**src/rtl/boot_pkg.sv**
```systemverilog
// Shared definitions for the boot loader: FSM states and loader command bytes.
package boot_pkg;

    typedef enum logic [2:0] {
        ST_CMD,
        ST_LEN0,
        ST_LEN1,
        ST_DATA,
        ST_RUN,
        ST_DONE,
        ST_ERR
    } boot_state_e;

    localparam logic [7:0] CMD_IMEM = 8'h00;
    localparam logic [7:0] CMD_DMEM = 8'h01;
    localparam logic [7:0] CMD_GO   = 8'hFF;

    // True for the two command bytes that open a memory section.
    function automatic logic is_load_cmd(input logic [7:0] b);
        return (b == CMD_IMEM) || (b == CMD_DMEM);
    endfunction

endpackage

```
**src/rtl/boot_ctrl_word_assembler.sv**
```systemverilog
// Collects little-endian bytes into DATA_W-bit words and pulses word_valid
// for one cycle once the last byte of a word has been taken.
module word_assembler #(
    parameter int DATA_W = 32
) (
    input  logic              clk,
    input  logic              rst,
    input  logic              byte_valid,
    input  logic [7:0]        byte_data,
    output logic              word_valid,
    output logic [DATA_W-1:0] word_data
);

    localparam int BYTES = DATA_W / 8;
    localparam int CNT_W = (BYTES > 1) ? $clog2(BYTES) : 1;
    localparam logic [CNT_W-1:0] LAST_BYTE = CNT_W'(BYTES - 1);

    logic [DATA_W-1:0] shift_q, shift_d;
    logic [CNT_W-1:0]  cnt_q, cnt_d;
    logic              valid_q, valid_d;

    // New bytes enter at the top so the first byte ends up in the low lane.
    always_comb begin
        shift_d = shift_q;
        cnt_d   = cnt_q;
        valid_d = 1'b0;
        if (byte_valid) begin
            shift_d = (shift_q >> 8) | (DATA_W'(byte_data) << (DATA_W - 8));
            if (cnt_q == LAST_BYTE) begin
                cnt_d   = '0;
                valid_d = 1'b1;
            end else begin
                cnt_d = cnt_q + CNT_W'(1);
            end
        end
    end

    // Byte count and pulse are cleared by reset so a partial word is dropped.
    always_ff @(posedge clk) begin
        if (rst) begin
            shift_q <= '0;
            cnt_q   <= '0;
            valid_q <= 1'b0;
        end else begin
            shift_q <= shift_d;
            cnt_q   <= cnt_d;
            valid_q <= valid_d;
        end
    end

    assign word_valid = valid_q;
    assign word_data  = shift_q;

endmodule

```
**src/rtl/boot_ctrl.sv**
```systemverilog
// Boot controller: parses a byte stream of memory sections into imem/dmem
// word writes, then releases the CPU from reset for a bounded run.
module boot_ctrl
    import boot_pkg::*;
#(
    parameter int          DATA_W     = 32,
    parameter int          ADDR_W     = 8,
    parameter int unsigned RUN_CYCLES = 20
) (
    input  logic              clk,
    input  logic              rst,
    input  logic              in_valid,
    input  logic [7:0]        in_data,
    output logic              in_ready,
    output logic              mem_we,
    output logic              mem_sel,
    output logic [ADDR_W-1:0] mem_addr,
    output logic [DATA_W-1:0] mem_wdata,
    output logic              cpu_rstn,
    output logic              done,
    output logic              err
);

    localparam logic [32:0] MAX_WORDS = 33'd1 << ADDR_W;

    boot_state_e       state_q, state_d;
    logic              sel_q, sel_d;
    logic [ADDR_W-1:0] addr_q, addr_d;
    logic [15:0]       left_q, left_d;
    logic [7:0]        len_lo_q, len_lo_d;
    logic [31:0]       run_cnt_q, run_cnt_d;

    logic              accept;
    logic              word_valid;
    logic [DATA_W-1:0] word_data;
    logic [15:0]       len_word;
    logic [32:0]       len_ext;

    word_assembler #(
        .DATA_W(DATA_W)
    ) u_asm (
        .clk       (clk),
        .rst       (rst),
        .byte_valid(accept && (state_q == ST_DATA)),
        .byte_data (in_data),
        .word_valid(word_valid),
        .word_data (word_data)
    );

    assign in_ready = ((state_q == ST_CMD) || (state_q == ST_LEN0) ||
                       (state_q == ST_LEN1) || (state_q == ST_DATA)) && !word_valid;
    assign accept   = in_valid && in_ready;
    assign len_word = {in_data, len_lo_q};
    assign len_ext  = {17'd0, len_word};

    assign mem_we    = word_valid;
    assign mem_sel   = sel_q;
    assign mem_addr  = addr_q;
    assign mem_wdata = word_data;
    assign cpu_rstn  = (state_q == ST_RUN);
    assign done      = (state_q == ST_DONE);
    assign err       = (state_q == ST_ERR);

    // Section parser, word counter and run budget; DONE and ERR only leave on reset.
    always_comb begin
        state_d   = state_q;
        sel_d     = sel_q;
        addr_d    = addr_q;
        left_d    = left_q;
        len_lo_d  = len_lo_q;
        run_cnt_d = run_cnt_q;
        case (state_q)
            ST_CMD: begin
                if (accept) begin
                    if (is_load_cmd(in_data)) begin
                        sel_d   = in_data[0];
                        addr_d  = '0;
                        state_d = ST_LEN0;
                    end else if (in_data == CMD_GO) begin
                        run_cnt_d = '0;
                        state_d   = ST_RUN;
                    end else begin
                        state_d = ST_ERR;
                    end
                end
            end
            ST_LEN0: begin
                if (accept) begin
                    len_lo_d = in_data;
                    state_d  = ST_LEN1;
                end
            end
            ST_LEN1: begin
                if (accept) begin
                    left_d = len_word;
                    if (len_word == 16'd0) begin
                        state_d = ST_CMD;
                    end else if (len_ext > MAX_WORDS) begin
                        state_d = ST_ERR;
                    end else begin
                        state_d = ST_DATA;
                    end
                end
            end
            ST_DATA: begin
                if (word_valid) begin
                    addr_d = addr_q + ADDR_W'(1);
                    left_d = left_q - 16'd1;
                    if (left_q == 16'd1) begin
                        state_d = ST_CMD;
                    end
                end
            end
            ST_RUN: begin
                if (RUN_CYCLES != 0) begin
                    if (run_cnt_q == 32'(RUN_CYCLES - 1)) begin
                        state_d = ST_DONE;
                    end else begin
                        run_cnt_d = run_cnt_q + 32'd1;
                    end
                end
            end
            default: begin
            end
        endcase
    end

    // State and counters; reset aborts any section or run in progress.
    always_ff @(posedge clk) begin
        if (rst) begin
            state_q   <= ST_CMD;
            sel_q     <= 1'b0;
            addr_q    <= '0;
            left_q    <= '0;
            len_lo_q  <= '0;
            run_cnt_q <= '0;
        end else begin
            state_q   <= state_d;
            sel_q     <= sel_d;
            addr_q    <= addr_d;
            left_q    <= left_d;
            len_lo_q  <= len_lo_d;
            run_cnt_q <= run_cnt_d;
        end
    end

endmodule

```
**config.mk**
```make
export PLATFORM = sky130hd
export DESIGN_NAME = boot_ctrl
export DESIGN_NICKNAME = d
export VERILOG_FILES = /design/src/rtl/boot_pkg.sv /design/src/rtl/boot_ctrl_word_assembler.sv /design/src/rtl/boot_ctrl.sv
export SDC_FILE = /design/constraint.sdc
export NUM_CORES = 1
export LEC_CHECK = 0
export BUFFER_PORTS_ARGS = -buffer_cell sky130_fd_sc_hd__buf_2
export CELL_PAD_IN_SITES_DETAIL_PLACEMENT = 0
export CELL_PAD_IN_SITES_GLOBAL_PLACEMENT = 2
export CORE_MARGIN = 1
export CORE_UTILIZATION = 36
export CTS_BUF_LIST = sky130_fd_sc_hd__clkbuf_8
export DETAILED_ROUTE_END_ITERATION = 7
export PLACE_DENSITY = 0.77
export SLEW_MARGIN = 20
export SYNTH_ARGS = -nofsm -noshare
export SYNTH_HDL_FRONTEND = slang
export SYNTH_SLANG_ARGS = --single-unit
```
**constraint.sdc**
```tcl
create_clock -name clk -period 2.3 [get_ports clk]
set_input_delay 0.115 -clock clk [delete_from_list [all_inputs] [get_ports clk]]
set_output_delay 0.115 -clock clk [all_outputs]
set_load 0.05 [all_outputs]
```
==> run summary <==
Critical Path AT = 2.45 ns
FMAX = 458.7 MHz
Outcome = completed
Mean Syn Cell Area = 8.154 µm²
Max transition margin = 0.6370
DIE WIDTH = 121.5 µm
Critical Path, Cell by Cell = ha_1, nor4b_2, nand4_1, o21ai_2, buf_4, nand3_2, a211oi_1, nor3_1
Die area = 0.01477 mm²
Initial antenna violation count = 0
Post-CTS Resized = 0
First-pass GRT wire length = 21390 µm
Critical path's slowest cell = dfxtp_1
Worst-margin pin slew = 0.5395 ns
Setup bufs post-CTS = 0
Clock sink count = 103
Via count = 4539
P per Cell Area = 707.1 mW/mm²
Synthesized Nets = 647
Final setup TNS = 0 ns
Drt initial violations = 337
I/O pin count = 57
Crit. End Element = flip-flop
DR vias/cell = 5.290
Total power = 4.101 mW
Worst R2R Setup Slack = 0.12 ns
Most frequent cells in the layout = 119 x nand2_1, 103 x dfxtp_1, 74 x a21oi_1
H-tree depth = 3
Most used DFF post-synth = dfxtp_1
Int Pwr = 2.670 mW
YS warnings = 0
Minimum clock period = 2.180 ns
Worst setup margin = 0.1199 ns
Grt ovf = 0
Routed Antenna Nets = 0
Period utilisation layout = 0.9479
Post-synth EDFFs = 0
Clk_lat worst skew = 0.39 ns
Crit-path leading delay family = simple AND/OR/NAND/NOR gates
Starting density of the core = 0.3692
Peak supply drop = 0.0002858 V
Final Cell Area = 0.005801 mm²
Clock network power share = 0.300
Die height = 121.5 µm
Max_cap viols = 0
CP max stage delay = 0.39 ns
Post-DR wirelength/cell = 15.37 µm
Library cells used by synthesis = 72
Combinational Power Share = 0.227
FP Rows = 43
Startpoint types = flip-flop
Psw = 1.431 mW
Final WL = 13190 µm
# diodes = 0
Skew final = 0.01344 ns
DR DRC count = 0
RSZ-0062 raised after global routing = false
Place WS = 0.2425 ns
Synth Instances = 631
Flop pwr share = 0.473
Maximum root-to-sink buffer count = 2
Critical Path Fanout Max = 14
Crit path required time = 2.57 ns
Tot GR Track Use = 0.1853
Commonest non-fill, non-tap cell in the layout = nand2_1
Post-layout util = 0.4163
Sw Share = 0.3490
Buffers plus inverters on the worst setup path = 1
Area Growth Syn to Fin = 12.74%
Max-slew violation count = 0
Port-buffer cells = 56
Post-synthesis cell area = 0.005145 mm²
Share of cells above drive strength 1 = 0.1888
Clock Pin Slew Worst Setup and Hold Paths = 0.11 ns
Tightest Hold Check Type = in -> reg
Synth Register Bits = 103
Fin. Hold Viols = 0
CP Class = reg -> reg
CTS tree = yes
Detail Placement HPWL = 8976 µm
TritonCTS Buffers = 9
Final GP Congestion = 0.8124
Drt pass-1 iters = 4
Nets = 690
Largest net degree at the start of global routing = 39
Core area = 0.01393 mm²
Leakage power = 2.117 nW
Placed cell area = 0.005580 mm²
Root Buffer = clkbuf_8
Asr flop ratio synth = 0
Final setup viols = 0
Number of global-route vias before repair = 4124
Register area share after synthesis = 0.4008
[power groups by stage]
stage / clock (mW) / sequential [mW] / combinational, mW
floorplan: 0 / 1.95 / 0.743
CTS: 1.27 / 1.94 / 0.940
finish: 1.23 / 1.94 / 0.932
global placement: 0 / 1.98 / 0.934
global route: 1.34 / 1.95 / 1.02
detailed placement: 0 / 1.98 / 0.933
[registers in the layout (all words and copies together) (netlist names)]
register / cells
state_q: 3
left_q: 16
u_asm.cnt_q: 2
mem_addr: 8
u_asm.word_data: 32
mem_sel: 1
run_cnt_q: 32
u_asm.word_valid: 1
len_lo_q: 8
[logic make-up after synthesis]
logic type	share of synthesized area
fa+ha+maj	0.01216
simple gates	0.2799
compound gates	0.1989
buf+inv	0.04401
mux	0.008025
flops	0.4008
xor+xnor	0.05618
[per-stage QoR]
step | instances | hold slack (ns)
CTS | 858 | 0.003759
finish | 858 | 0.02318
detailed placement | 841 | 0.4145
global placement | 841 | 0.4077
global route | 858 | 0.02807
floorplan | 631 | 0.2510
[routing by layer]
metal,GRT usage,wire length [µm],vias up
li1,-,-,2293
met1,0.2573,6652,2145
met2,0.2859,5792,90
met3,0.02949,579,11
met4,0.07330,166,0
met5,0,0,-
[final timing paths]
path,endpoint,startpoint,depth (start not counted)
hold / removal,u_asm.word_data[26],in_data[2],3
setup reg to reg,state_q[1],run_cnt_q[0],8
hold reg to reg,u_asm.word_data[0],u_asm.word_data[0],2
setup / recovery,state_q[1],run_cnt_q[0],8
[cell type report]
type,count,area (µm²)
Clock buffer,9,123.9
Sequential cell,103,2062
Tap cell,180,225.2
Inverter,5,18.77
Multi-Input combinational cell,483,2864
Fill cell,1470,8134
Timing Repair Buffer,72,430.4
Clock inverter,6,76.32
[worst reg2reg max path, cell delays in order (launching register included)]
cell      delay, ns
dfxtp_1        0.39
ha_1           0.31
nor4b_2        0.30
nand4_1        0.19
o21ai_2        0.19
buf_4          0.25
nand3_2        0.10
a211oi_1       0.24
nor3_1         0.08
[timing repair]
| item | in CTS | in global routing |
|---|---|---|
| hold endpoints to repair | 2 | 0 |
| hold buffers | 2 | 0 |
| setup endpoints to repair | 0 | 0 |
[Yosys cell counts (all sizes together) (2+ instances only)]
library cell  instances  share of area
nand2b                7          0.010
or3                   4         0.0049
o41ai                 2         0.0049
inv                   5         0.0036
and2                  5         0.0061
ha                    5          0.012
nand4                13          0.019
mux2i                 3         0.0058
a22o                  3         0.0051
nor2b                 3         0.0036
nor4b                 2         0.0046
nor2                 64          0.050
and3                 11          0.015
nand3                31          0.034
o21ai                20          0.020
a31o                  4         0.0068
xnor2                27          0.046
clkbuf               23          0.017
a211oi               17          0.038
dfxtp               103           0.40
o32ai                 2         0.0034
or2                   2         0.0029
nor4                  9          0.012
o21bai                2         0.0029
nand2               121          0.090
xor2                  6          0.010
a21oi                75          0.075
a31oi                 3         0.0036
nor3b                 2         0.0039
a22oi                 5         0.0073
o211ai                2         0.0029
o22ai                 3         0.0036
a2111oi               5          0.015
and4                  3         0.0061
buf                  17          0.024
nor3                 12          0.014
No activity file was read; power rests on OpenSTA's default activity.
